### config.mk
export PLATFORM = sky130hd
export DESIGN_NAME = uart_frame_decoder_flat
export DESIGN_NICKNAME = d
export VERILOG_FILES = /design/src/rtl/uart_frame_decoder_if.sv /design/src/rtl/uart_frame_decoder.sv /design/src/flat_wrapper.sv
export SDC_FILE = /design/constraint.sdc
export NUM_CORES = 1
export LEC_CHECK = 0
export ABC_AREA = 1
export ABC_CLOCK_PERIOD_IN_PS = 1800
export CAP_MARGIN = 20
export CORE_AREA = 2 2 95 143
export CTS_CLUSTER_SIZE = 28
export DETAILED_ROUTE_END_ITERATION = 8
export DIE_AREA = 0 0 97 145
export DONT_BUFFER_PORTS = 1
export SKIP_LAST_GASP = 1
export SYNTH_ARGS = -nofsm -noshare
export SYNTH_HDL_FRONTEND = slang
export SYNTH_SLANG_ARGS = --single-unit
export TNS_END_PERCENT = 50
### constraint.sdc
create_clock -name i_Clock -period 1.8 [get_ports i_Clock]
set_input_delay 0.54 -clock i_Clock [delete_from_list [all_inputs] [get_ports i_Clock]]
set_output_delay 0.54 -clock i_Clock [all_outputs]
set_load 0.03 [all_outputs]
### src/rtl/uart_frame_decoder_if.sv
// Byte stream in from the UART receiver; decoded command (valid/ready) and error status out.
// The decoder takes the slave modport; the byte source and command consumer take master.
interface uart_frame_decoder_if;
    logic        i_Rx_DV;
    logic [7:0]  i_Rx_Byte;
    logic        o_Cmd_Valid;
    logic        i_Cmd_Ready;
    logic [7:0]  o_Cmd_Op;
    logic [7:0]  o_Cmd_Addr;
    logic [15:0] o_Cmd_Data;
    logic        o_Frame_Err;
    logic [1:0]  o_Err_Code;
    logic [7:0]  o_Err_Count;

    modport master (
        output i_Rx_DV, i_Rx_Byte, i_Cmd_Ready,
        input  o_Cmd_Valid, o_Cmd_Op, o_Cmd_Addr, o_Cmd_Data,
               o_Frame_Err, o_Err_Code, o_Err_Count
    );

    modport slave (
        input  i_Rx_DV, i_Rx_Byte, i_Cmd_Ready,
        output o_Cmd_Valid, o_Cmd_Op, o_Cmd_Addr, o_Cmd_Data,
               o_Frame_Err, o_Err_Code, o_Err_Count
    );
endinterface

### src/rtl/uart_frame_decoder.sv
// Assembles SYNC/OP/ADDR/DH/DL/CHK frames into commands; o_Cmd_Valid rises one clock after the CHK byte.
// A held command waits for i_Cmd_Ready; bytes arriving meanwhile are dropped and flagged as overrun.
module uart_frame_decoder #(
    parameter logic [7:0]  SYNC_BYTE    = 8'hA5,
    parameter int unsigned TIMEOUT_CLKS = 5000
) (
    input  logic                 i_Clock,
    input  logic                 reset,
    uart_frame_decoder_if.slave  bus
);
    // The counter would reach TIMEOUT_CLKS-1 on the edge where this value is seen with no byte.
    localparam logic [15:0] TO_LAST = 16'(TIMEOUT_CLKS - 2);

    localparam logic [1:0] ERR_CHK     = 2'd1;
    localparam logic [1:0] ERR_TIMEOUT = 2'd2;
    localparam logic [1:0] ERR_OVERRUN = 2'd3;

    typedef enum logic [2:0] {
        S_IDLE, S_OP, S_ADDR, S_DH, S_DL, S_CHK, S_HOLD
    } state_t;

    state_t      state, next_state;
    logic [15:0] to_cnt;
    logic [7:0]  chk_sum;
    logic [7:0]  op_q, addr_q, dh_q, dl_q;

    logic [7:0]  cmd_op, cmd_addr, err_cnt;
    logic [15:0] cmd_data;
    logic        cmd_vld, frame_err;
    logic [1:0]  err_code;

    logic        byte_vld, is_sync, in_frame, expire, xfer;
    logic        cap, clr_chk, load_cmd, err_vld;
    logic [1:0]  err_code_nxt;

    assign byte_vld = bus.i_Rx_DV;
    assign is_sync  = byte_vld && (bus.i_Rx_Byte == SYNC_BYTE);
    assign in_frame = (state == S_OP) || (state == S_ADDR) || (state == S_DH) ||
                      (state == S_DL) || (state == S_CHK);
    assign expire   = in_frame && !byte_vld && (to_cnt == TO_LAST);
    assign xfer     = cmd_vld && bus.i_Cmd_Ready;

    always_ff @(posedge i_Clock) begin
        if (reset) state <= S_IDLE;
        else       state <= next_state;
    end

    always_comb begin
        next_state   = state;
        cap          = 1'b0;
        clr_chk      = 1'b0;
        load_cmd     = 1'b0;
        err_vld      = 1'b0;
        err_code_nxt = 2'd0;
        case (state)
            S_IDLE: begin
                if (is_sync) begin
                    next_state = S_OP;
                    clr_chk    = 1'b1;
                end
            end
            S_OP, S_ADDR, S_DH, S_DL: begin
                if (byte_vld) begin
                    cap = 1'b1;
                    case (state)
                        S_OP:    next_state = S_ADDR;
                        S_ADDR:  next_state = S_DH;
                        S_DH:    next_state = S_DL;
                        default: next_state = S_CHK;
                    endcase
                end else if (expire) begin
                    err_vld      = 1'b1;
                    err_code_nxt = ERR_TIMEOUT;
                    next_state   = S_IDLE;
                end
            end
            S_CHK: begin
                if (byte_vld) begin
                    if (bus.i_Rx_Byte == chk_sum) begin
                        load_cmd   = 1'b1;
                        next_state = S_HOLD;
                    end else begin
                        err_vld      = 1'b1;
                        err_code_nxt = ERR_CHK;
                        next_state   = S_IDLE;
                    end
                end else if (expire) begin
                    err_vld      = 1'b1;
                    err_code_nxt = ERR_TIMEOUT;
                    next_state   = S_IDLE;
                end
            end
            S_HOLD: begin
                // A SYNC byte landing on the handshake cycle starts the next frame at once.
                if (xfer) begin
                    if (is_sync) begin
                        next_state = S_OP;
                        clr_chk    = 1'b1;
                    end else begin
                        next_state = S_IDLE;
                    end
                end else if (byte_vld) begin
                    err_vld      = 1'b1;
                    err_code_nxt = ERR_OVERRUN;
                end
            end
            default: next_state = S_IDLE;
        endcase
    end

    always_ff @(posedge i_Clock) begin
        if (reset) begin
            to_cnt    <= '0;
            chk_sum   <= '0;
            op_q      <= '0;
            addr_q    <= '0;
            dh_q      <= '0;
            dl_q      <= '0;
            cmd_op    <= '0;
            cmd_addr  <= '0;
            cmd_data  <= '0;
            cmd_vld   <= 1'b0;
            frame_err <= 1'b0;
            err_code  <= '0;
            err_cnt   <= '0;
        end else begin
            to_cnt <= (in_frame && !byte_vld && !expire) ? to_cnt + 16'd1 : 16'd0;

            if (clr_chk)  chk_sum <= '0;
            else if (cap) chk_sum <= chk_sum ^ bus.i_Rx_Byte;

            if (cap) begin
                case (state)
                    S_OP:    op_q   <= bus.i_Rx_Byte;
                    S_ADDR:  addr_q <= bus.i_Rx_Byte;
                    S_DH:    dh_q   <= bus.i_Rx_Byte;
                    default: dl_q   <= bus.i_Rx_Byte;
                endcase
            end

            if (load_cmd) begin
                cmd_op   <= op_q;
                cmd_addr <= addr_q;
                cmd_data <= {dh_q, dl_q};
            end

            cmd_vld   <= (next_state == S_HOLD);
            frame_err <= err_vld;
            if (err_vld) begin
                err_code <= err_code_nxt;
                if (err_cnt != 8'hFF) err_cnt <= err_cnt + 8'd1;
            end
        end
    end

    assign bus.o_Cmd_Valid = cmd_vld;
    assign bus.o_Cmd_Op    = cmd_op;
    assign bus.o_Cmd_Addr  = cmd_addr;
    assign bus.o_Cmd_Data  = cmd_data;
    assign bus.o_Frame_Err = frame_err;
    assign bus.o_Err_Code  = err_code;
    assign bus.o_Err_Count = err_cnt;
endmodule
### src/flat_wrapper.sv
// flat-port wrapper written by rule: the top's interface ports become plain ports
module uart_frame_decoder_flat 
#(
    parameter logic [7:0]  SYNC_BYTE    = 8'hA5,
    parameter int unsigned TIMEOUT_CLKS = 5000
)
  (i_Clock, reset, bus_i_Rx_DV, bus_i_Rx_Byte, bus_i_Cmd_Ready, bus_o_Cmd_Valid, bus_o_Cmd_Op, bus_o_Cmd_Addr, bus_o_Cmd_Data, bus_o_Frame_Err, bus_o_Err_Code, bus_o_Err_Count);
  uart_frame_decoder_if bus_i ();
  input  logic i_Clock;
  input  logic reset;
  input wire logic [$bits(bus_i.i_Rx_DV)-1:0] bus_i_Rx_DV;
  input wire logic [$bits(bus_i.i_Rx_Byte)-1:0] bus_i_Rx_Byte;
  input wire logic [$bits(bus_i.i_Cmd_Ready)-1:0] bus_i_Cmd_Ready;
  output wire logic [$bits(bus_i.o_Cmd_Valid)-1:0] bus_o_Cmd_Valid;
  output wire logic [$bits(bus_i.o_Cmd_Op)-1:0] bus_o_Cmd_Op;
  output wire logic [$bits(bus_i.o_Cmd_Addr)-1:0] bus_o_Cmd_Addr;
  output wire logic [$bits(bus_i.o_Cmd_Data)-1:0] bus_o_Cmd_Data;
  output wire logic [$bits(bus_i.o_Frame_Err)-1:0] bus_o_Frame_Err;
  output wire logic [$bits(bus_i.o_Err_Code)-1:0] bus_o_Err_Code;
  output wire logic [$bits(bus_i.o_Err_Count)-1:0] bus_o_Err_Count;
  assign bus_i.i_Rx_DV = bus_i_Rx_DV;
  assign bus_i.i_Rx_Byte = bus_i_Rx_Byte;
  assign bus_i.i_Cmd_Ready = bus_i_Cmd_Ready;
  assign bus_o_Cmd_Valid = bus_i.o_Cmd_Valid;
  assign bus_o_Cmd_Op = bus_i.o_Cmd_Op;
  assign bus_o_Cmd_Addr = bus_i.o_Cmd_Addr;
  assign bus_o_Cmd_Data = bus_i.o_Cmd_Data;
  assign bus_o_Frame_Err = bus_i.o_Frame_Err;
  assign bus_o_Err_Code = bus_i.o_Err_Code;
  assign bus_o_Err_Count = bus_i.o_Err_Count;
  uart_frame_decoder #(.SYNC_BYTE(SYNC_BYTE), .TIMEOUT_CLKS(TIMEOUT_CLKS)) u_core (.i_Clock(i_Clock), .reset(reset), .bus(bus_i));
endmodule
==> results of run 1 <==
[placed cells by master (no fill, tap or decap), types with 3 or more instances in the layout]
cell | synthesis | final
nor3_1 | 7 | 7
clkbuf_16 | 0 | 9
nor2_1 | 41 | 39
a21oi_1 | 83 | 82
nor3_2 | 6 | 5
xor2_1 | 9 | 9
dfxtp_1 | 103 | 100
nand3_2 | 6 | 5
inv_1 | 62 | 61
nor4_1 | 3 | 3
dfxtp_2 | 0 | 3
nand2_1 | 89 | 87
buf_4 | 1 | 39
nand3_1 | 19 | 19
a211oi_1 | 6 | 6
nand4_1 | 3 | 3
o21ai_0 | 66 | 66
ha_1 | 3 | 3
nor2_2 | 2 | 3
inv_2 | 18 | 19
nand2_2 | 2 | 3
[power by group]
part           leakage (nW)  switching (mW)  internal (mW)  total (mW)
clock                 0.143           0.946          0.983        1.93
combinational         0.990          0.0620         0.0344      0.0964
sequential            0.831        0.000407           2.28        2.28
[routing by layer]
layer  up-vias  global-route usage, %
li1       1906                      -
met1      1744                   16.3
met2        63                   25.5
met3        18                   4.96
met4         0                   5.85
met5         -                      0
[logic make-up after synthesis]
group,synth area share (%)
AND/OR/NAND/NOR,20.5
AO/OA/AOI/OAI,19.5
flip-flops,47.8
buffers and inverters,9.55
XOR/XNOR,1.83
adder cells (fa/ha/maj),0.871
[area by class of cell]
type	count	area share [%]
sequential	103	40.8
multi-input combinational	362	37.7
inverter	80	5.92
timing repair buffer	39	5.78
clock buffer	9	4.44
tap	159	3.92
clock inverter	7	1.43
[critical path, cell delays in order, from the launching register on]
cell     delay [ns]
dfxtp_1        0.36
ha_1           0.15
nand2_1        0.05
nor2_1         0.11
nand2_1        0.13
nor2_4         0.24
a21oi_4        0.11
nand3_4        0.13
buf_4          0.13
nand3_1        0.07
a21oi_1        0.14
[metrics by stage]
step / utilization (%) / setup TNS (ns)
6_report: 39.5 / 0
5_1_grt: 39.5 / -0.0162
4_1_cts: 39.0 / 0
3_5_place_dp: 36.6 / -0.265
3_3_place_gp: 36.6 / -0.0383
2_1_floorplan: - / 0
[path summary, 6_finish.rpt]
path | slack [ns] | depth (start not counted) | endpoint | start
setup reg to reg | 0.11 | 10 | u_core.bus.o_Err_Count[7] | u_core.to_cnt[1]
hold / removal | 0.26 | 1 | u_core.bus.o_Err_Count[3] | reset
setup / recovery | 0.11 | 10 | u_core.bus.o_Err_Count[7] | u_core.to_cnt[1]
hold reg to reg | 0.45 | 2 | u_core.bus.o_Cmd_Op[7] | u_core.op_q[7]
[what timing repair did]
item                                    in CTS  in global routing
endpoints found under the setup margin       7                 12
buffers inserted                             0                  1
gates cloned                                 0                  1
gates resized for setup                      2                 13
pin swaps                                    0                  5
hold buffers                                 0                  0
==> flow_summary.yaml, run 1 <==
critical_path:
  cp-start-kind: "register"
  critPathCaptureType: "register"
  arrival_ns: 1.97
  critPathMaxFanout: 5
  critPathKind: "reg2reg"
  required_ns: 2.08
placed_design:
  placed_cells: 741
  port_buffers: 0
  place_congestion: 0.896
  post-place-ws_ns: -0.0648
  dp_hpwl_mm: 7.71
  place_area_mm2: 0.00469
cts:
  htreeDepth: 3
  clk_pin_slew_ns: 0.08
  numCtsBuffers: 9
  tritoncts: "yes"
  cts.sinks: 103
  clk_latency_ns: 0.35
  cts_root_buf: "clkbuf_16"
  cts_max_path_buffers: 2
status:
  status: "complete, no violations"
sta:
  skew_ns: 0.0100
  fmax_mhz: 591
  fin_crit_sh_pct: 94.0
  finalCriticalPeriod_ns: 1.69
  slew_headroom_pct: 73.0
  setup_viol: 0
  slew_viol_final: 0
  fin_ws_ns: 0.109
  tightest_slew_ns: 0.404
  worst_hold_slack_ns: 0.256
  hold_viol: 0
drt:
  drtPass1Iterations: 4
  route.detailed.drc: 0
  dr_wl_met2_mm: 5.33
  top_layer_used: "met4"
  drt-initial-drc-count: 192
  final_antenna_net_count: 0
  routed_via_density: 4.92
  drt-met1-wl_mm: 4.39
  vias: 3731
  wl_per_cell_um: 13.9
  wirelength_mm: 10.5
  wl_met3_um: 591
die:
  die_x_um: 97
  die_area_mm2: 0.0141
  coreArea_mm2: 0.0128
  num_rows: 51
  dieHeight_um: 145
  pin_count: 56
  initial_core_util_pct: 33.6
power_and_ir_drop:
  peakVddDrop_mv: 0.368
  powerDensity_mw_per_mm2: 849
  leakagePower_nw: 1.96
  finalPower_mw: 4.30
finish:
  fin_cells: 759
  area_delta_synth_final_pct: 17.6
  num_antenna_cells: 0
  seq_area_mm2: 0.00207
  layout-drive-gt1-share_pct: 18.0
  fillers: 1316
  nets: 610
  final_cell_area_mm2: 0.00507
  multiInputGateArea_mm2: 0.00191
logic_synthesis:
  ys.flop_type: "dfxtp_1"
  synth.distinct_cells: 35
  async_reset_ff_share_pct: 0
  yosysMostFrequentCell: "dfxtp_1"
  synthCells: 565
  ys_seq_area_share_pct: 47.8
  synth_top_area_share_pct: 47.8
  synth_edf_count: 0
  synthTopCellsByCount: "dfxtp_1, nand2_1, a21oi_1"
  yosys_warnings: 0
  synthTopCellsByArea: "dfxtp_1, a21oi_1, nand2_1"
  syn_area_per_cell_um2: 7.63
  syn_area_mm2: 0.00431
  synth_nets: 580
  synth_top_area_cell: "dfxtp_1"
  ys_seq_elements: 103
min_path:
  worstHoldPathType: "in2reg"
global_routing:
  overflow: 0
  grt_usage_pct: 14.7
  grt_pass1_vias: 3518
  antenna_found_initial: 0
  grt_pass1_wl_mm: 16.8
  grt_max_degree: 34
job:
  maxCapViolCount: 0
(Power assumes the default switching activity.)
==> inputs of run 2 (changes only) <==
Settings changed: CORE_AREA 2 2 95 143 to 2 2 116 118, DIE_AREA 0 0 97 145 to 0 0 118 120, SKIP_LAST_GASP 1 to default, SLEW_MARGIN from default to 10.
==> run 2 against run 1 <==
Net effect: cell area shrank 1.1%; global-route usage increased by 0.085 points; sequential share of layout area is 0.46 points higher; worst hold slack better by 0.0060 ns; non-clock buffer count down 8; utilization decreased by 0.88 points; critical path type unchanged; clock power barely moved; critical path depth decreased by 1.
==> flow_summary.yaml, run 2 (synthesis gave the netlist of run 1 again) <==
status:
  status: "complete, no violations"
global_routing:
  grt_usage_pct: 14.7
  grt_max_degree: 52
  overflow: 0
  grt_pass1_wl_mm: 17.0
  grt_pass1_vias: 3500
  antenna_found_initial: 0
placed_design:
  place_congestion: 0.817
  port_buffers: 0
  dp_hpwl_mm: 7.55
  placed_cells: 750
  place_area_mm2: 0.00469
critical_path:
  critPathCaptureType: "register"
  critPathMaxFanout: 8
  required_ns: 2.04
  critPathKind: "reg2reg"
  arrival_ns: 1.96
  cp-start-kind: "register"
sta:
  tightest_slew_ns: 0.411
  fin_crit_sh_pct: 95.7
  hold_viol: 0
  setup_viol: 0
  skew_ns: 0.00868
  slew_headroom_pct: 72.4
  fmax_mhz: 581
  finalCriticalPeriod_ns: 1.72
  worst_hold_slack_ns: 0.262
  slew_viol_final: 0
cts:
  clk_latency_ns: 0.35
  cts.sinks: 103
  tritoncts: "yes"
  clk_pin_slew_ns: 0.07
  htreeDepth: 3
  numCtsBuffers: 9
  cts_max_path_buffers: 2
  cts_root_buf: "clkbuf_16"
drt:
  final_antenna_net_count: 0
  wirelength_mm: 10.3
  wl_per_cell_um: 13.4
  routed_via_density: 4.78
  route.detailed.drc: 0
  drtPass1Iterations: 4
  vias: 3670
  drt-initial-drc-count: 218
finish:
  area_delta_synth_final_pct: 16.3
  nets: 601
  final_common_cell: "dfxtp_1"
  mostFrequentLayoutCells: "dfxtp_1, nand2_1, a21oi_1, o21ai_0, inv_1"
  final_cell_area_mm2: 0.00501
  finalCoreUtilization_pct: 38.6
  layout-drive-gt1-share_pct: 16.8
  fin_cells: 767
  num_antenna_cells: 0
job:
  maxCapViolCount: 0
power_and_ir_drop:
  leakagePower_nw: 1.92
  peakVddDrop_mv: 0.480
  powerDensity_mw_per_mm2: 853
  finalPower_mw: 4.28
die:
  pin_count: 56
  die_area_mm2: 0.0142
  die_x_um: 118
  num_rows: 42
  coreArea_mm2: 0.0130
  dieHeight_um: 120
  initial_core_util_pct: 33.2
min_path:
  worstHoldPathType: "in2reg"
-- run 2: power breakdown --
part           total (mW)  switching [mW]  internal [mW]
clock network        1.91           0.931          0.975
logic              0.0948          0.0614         0.0334
registers            2.28        0.000411           2.28
total                4.28           0.993           3.29
-- run 2: critical path, stage by stage, from the launching register on --
cell,delay (ns)
dfxtp_2,0.33
ha_1,0.19
nand2_1,0.12
nor3b_2,0.23
and2_1,0.21
nand2_2,0.14
nand2_2,0.18
inv_2,0.05
nor2_1,0.10
nor2_1,0.06
-- run 2: cell type report --
class,count,area [µm²]
well taps,176,220
clock buffers,9,225
flip-flops and latches,103,2070
clock inverters,7,65.1
inverters,80,300
multi-input cells,361,1870
repair buffers,31,270
fillers,1345,7970
-- run 2: what timing repair did --
action	CTS	global route
cloned	0	0
hold endpoints to repair	0	0
setup endpoints to repair	1	12
pin swaps	0	1
gates resized for setup	1	9
buffers inserted	0	1
hold buffers	0	0
-- run 2: worst paths after layout --
path	from	to	slack [ns]	cells past startpoint
setup reg to reg	u_core.bus.o_Err_Count[0]	u_core.bus.o_Err_Count[1]	0.08	9
hold / removal	reset	u_core.bus.o_Err_Count[4]	0.26	1
setup / recovery	u_core.bus.o_Err_Count[0]	u_core.bus.o_Err_Count[1]	0.08	9
hold reg to reg	u_core.to_cnt[0]	u_core.to_cnt[0]	0.44	1
-- run 2: per-stage QoR --
stage	TNS (ns)	setup slack (ns)
2_1_floorplan	0	0.0773
6_report	0	0.0774
5_1_grt	-0.172	-0.0541
4_1_cts	0	0.0447
3_5_place_dp	-0.00885	-0.00885
3_3_place_gp	0	0.0482
-- run 2: layer usage --
layer / wire length (µm) / track usage (%) / share of wire [%]
met3: 503 / 3.37 / 4.9
met5: 0 / 0 / 0
met1: 4740 / 18.4 / 46
met2: 4820 / 24.2 / 47
met4: 194 / 6.85 / 1.9
==> inputs of run 3 (changes only) <==
Settings changed: CAP_MARGIN 20 to default, RECOVER_POWER from default to 25.
==> run 3 against run 2 <==
Net effect: non-clock buffer count did not move; count of clock-buffer cells in the layout unchanged; global-route usage did not move; register-to-register slack barely moved; sequential power is essentially flat; die area stayed put; clock power hardly changed; worst hold slack got worse by 0.0037 ns; first-iteration DRC count is 0.92% higher; worst setup slack worse by 0.0058 ns; utilization is 0.12 points lower; critical path type unchanged; critical endpoint unchanged.
==> flow_summary.yaml, run 3 (synthesis gave the netlist of run 1 again) <==
status:
  status: "complete, no violations"
finish:
  layout-drive-gt1-share_pct: 16.1
  num_antenna_cells: 0
  final_cell_area_mm2: 0.00500
  nets: 601
  finalCoreUtilization_pct: 38.5
  mostFrequentLayoutCells: "dfxtp_1, nand2_1, a21oi_1, o21ai_0, inv_1"
  final_common_cell: "dfxtp_1"
  fillers: 1345
  area_delta_synth_final_pct: 16.0
drt:
  drt-initial-drc-count: 220
  routed_via_density: 4.80
  wirelength_mm: 10.3
  wl_per_cell_um: 13.4
  drtPass1Iterations: 5
  dr_wl_met2_mm: 4.87
  top_layer_used: "met4"
  vias: 3679
  drt-met1-wl_mm: 4.80
  route.detailed.drc: 0
  wl_met3_um: 511
  final_antenna_net_count: 0
placed_design:
  place_congestion: 0.817
  dp_hpwl_mm: 7.55
  port_buffers: 0
  place_area_mm2: 0.00469
power_and_ir_drop:
  peakVddDrop_mv: 0.477
  finalPower_mw: 4.28
  leakagePower_nw: 1.91
  powerDensity_mw_per_mm2: 856
critical_path:
  cp_slowest_cell: "dfxtp_2"
  critPathKind: "reg2reg"
  cp-start-kind: "register"
  path_cells: "ha_1 -> nand2_1 -> nor3b_2 -> and2_1 -> nand2_2 -> nand2_2 -> inv_2 -> nor2_1 -> nor2_1"
  critPathMaxFanout: 8
  critPathMaxStageDelay_ns: 0.33
  required_ns: 2.04
  arrival_ns: 1.96
  critPathCaptureType: "register"
cts:
  clk_latency_ns: 0.35
  numCtsBuffers: 9
  cts_max_path_buffers: 2
  cts_root_buf: "clkbuf_16"
  cts.sinks: 103
  clk_pin_slew_ns: 0.07
  tritoncts: "yes"
  hold_buffers: 0
  htreeDepth: 3
sta:
  setup_viol: 0
  slew_headroom_pct: 67.7
  slew_viol_final: 0
  fmax_mhz: 579
  finalCriticalPeriod_ns: 1.73
  hold_viol: 0
  tns_ns: 0
  skew_ns: 0.00779
  tightest_slew_ns: 0.485
  fin_crit_sh_pct: 96.0
global_routing:
  antenna_found_initial: 0
  grt_max_degree: 52
  grt_pass1_wl_mm: 17.0
  grt_pass1_vias: 3500
  grt_usage_pct: 14.7
  overflow: 0
die:
  die_x_um: 118
  pin_count: 56
  initial_core_util_pct: 33.2
  coreArea_mm2: 0.0130
  num_rows: 42
  die_area_mm2: 0.0142
  dieHeight_um: 120
min_path:
  worstHoldPathType: "in2reg"
job:
  maxCapViolCount: 0
[run 3: per-layer routing]
metal | up-vias | global-route usage [%]
li1 | 1896 | -
met1 | 1696 | 18.4
met2 | 76 | 24.2
met3 | 11 | 3.37
met4 | 0 | 6.85
met5 | - | 0
[run 3: power breakdown]
group / total [mW] / leakage (nW) / switching, mW / internal [mW]
Sequential: 2.28 / 0.831 / 0.000405 / 2.28
Clock: 1.91 / 0.146 / 0.931 / 0.976
Combinational: 0.0949 / 0.933 / 0.0616 / 0.0334
Total: 4.28 / 1.91 / 0.993 / 3.29
[run 3: final timing paths]
kind                                  start                         to  slack [ns]  cells after the start
setup / recovery  u_core.bus.o_Err_Count[0]  u_core.bus.o_Err_Count[1]        0.07                      9
hold / removal                        reset  u_core.bus.o_Err_Count[4]        0.26                      1
setup reg to reg  u_core.bus.o_Err_Count[0]  u_core.bus.o_Err_Count[1]        0.07                      9
hold reg to reg            u_core.to_cnt[0]           u_core.to_cnt[0]        0.44                      1
[run 3: metrics by stage]
| step | hold WS (ns) | setup WS [ns] | std cells |
|---|---|---|---|
| final | 0.259 | 0.0716 | 767 |
| after global placement | 0.440 | 0.0482 | 750 |
| after global routing | 0.248 | -0.0589 | 767 |
| after floorplan | 0.420 | 0.0773 | 565 |
| after detailed placement | 0.436 | -0.00885 | 750 |
| after CTS | 0.245 | 0.0447 | 766 |
[run 3: cell type report]
type | count | area [µm²] | share of cell area [%]
sequential | 103 | 2070 | 41.3
multi-input combinational | 361 | 1870 | 37.3
inverter | 80 | 300 | 6.01
timing repair buffer | 31 | 255 | 5.11
clock buffer | 9 | 225 | 4.50
tap | 176 | 220 | 4.40
clock inverter | 7 | 65.1 | 1.30
[run 3: worst max-delay path, delay by kind of cell, from the launching register on]
kind / cells / cell delay (ns)
and+or+nand+nor: 7 / 1.05
buffers and inverters: 1 / 0.05
adders and majority gates: 1 / 0.19
DFF: 1 / 0.33
[run 3: timing repair]
| item | in CTS | in global routing |
|---|---|---|
| pin swaps | 0 | 1 |
| hold endpoints to repair | 0 | 0 |
| resized for setup | 1 | 9 |
| setup endpoints to repair | 1 | 12 |
| setup buffers | 0 | 1 |
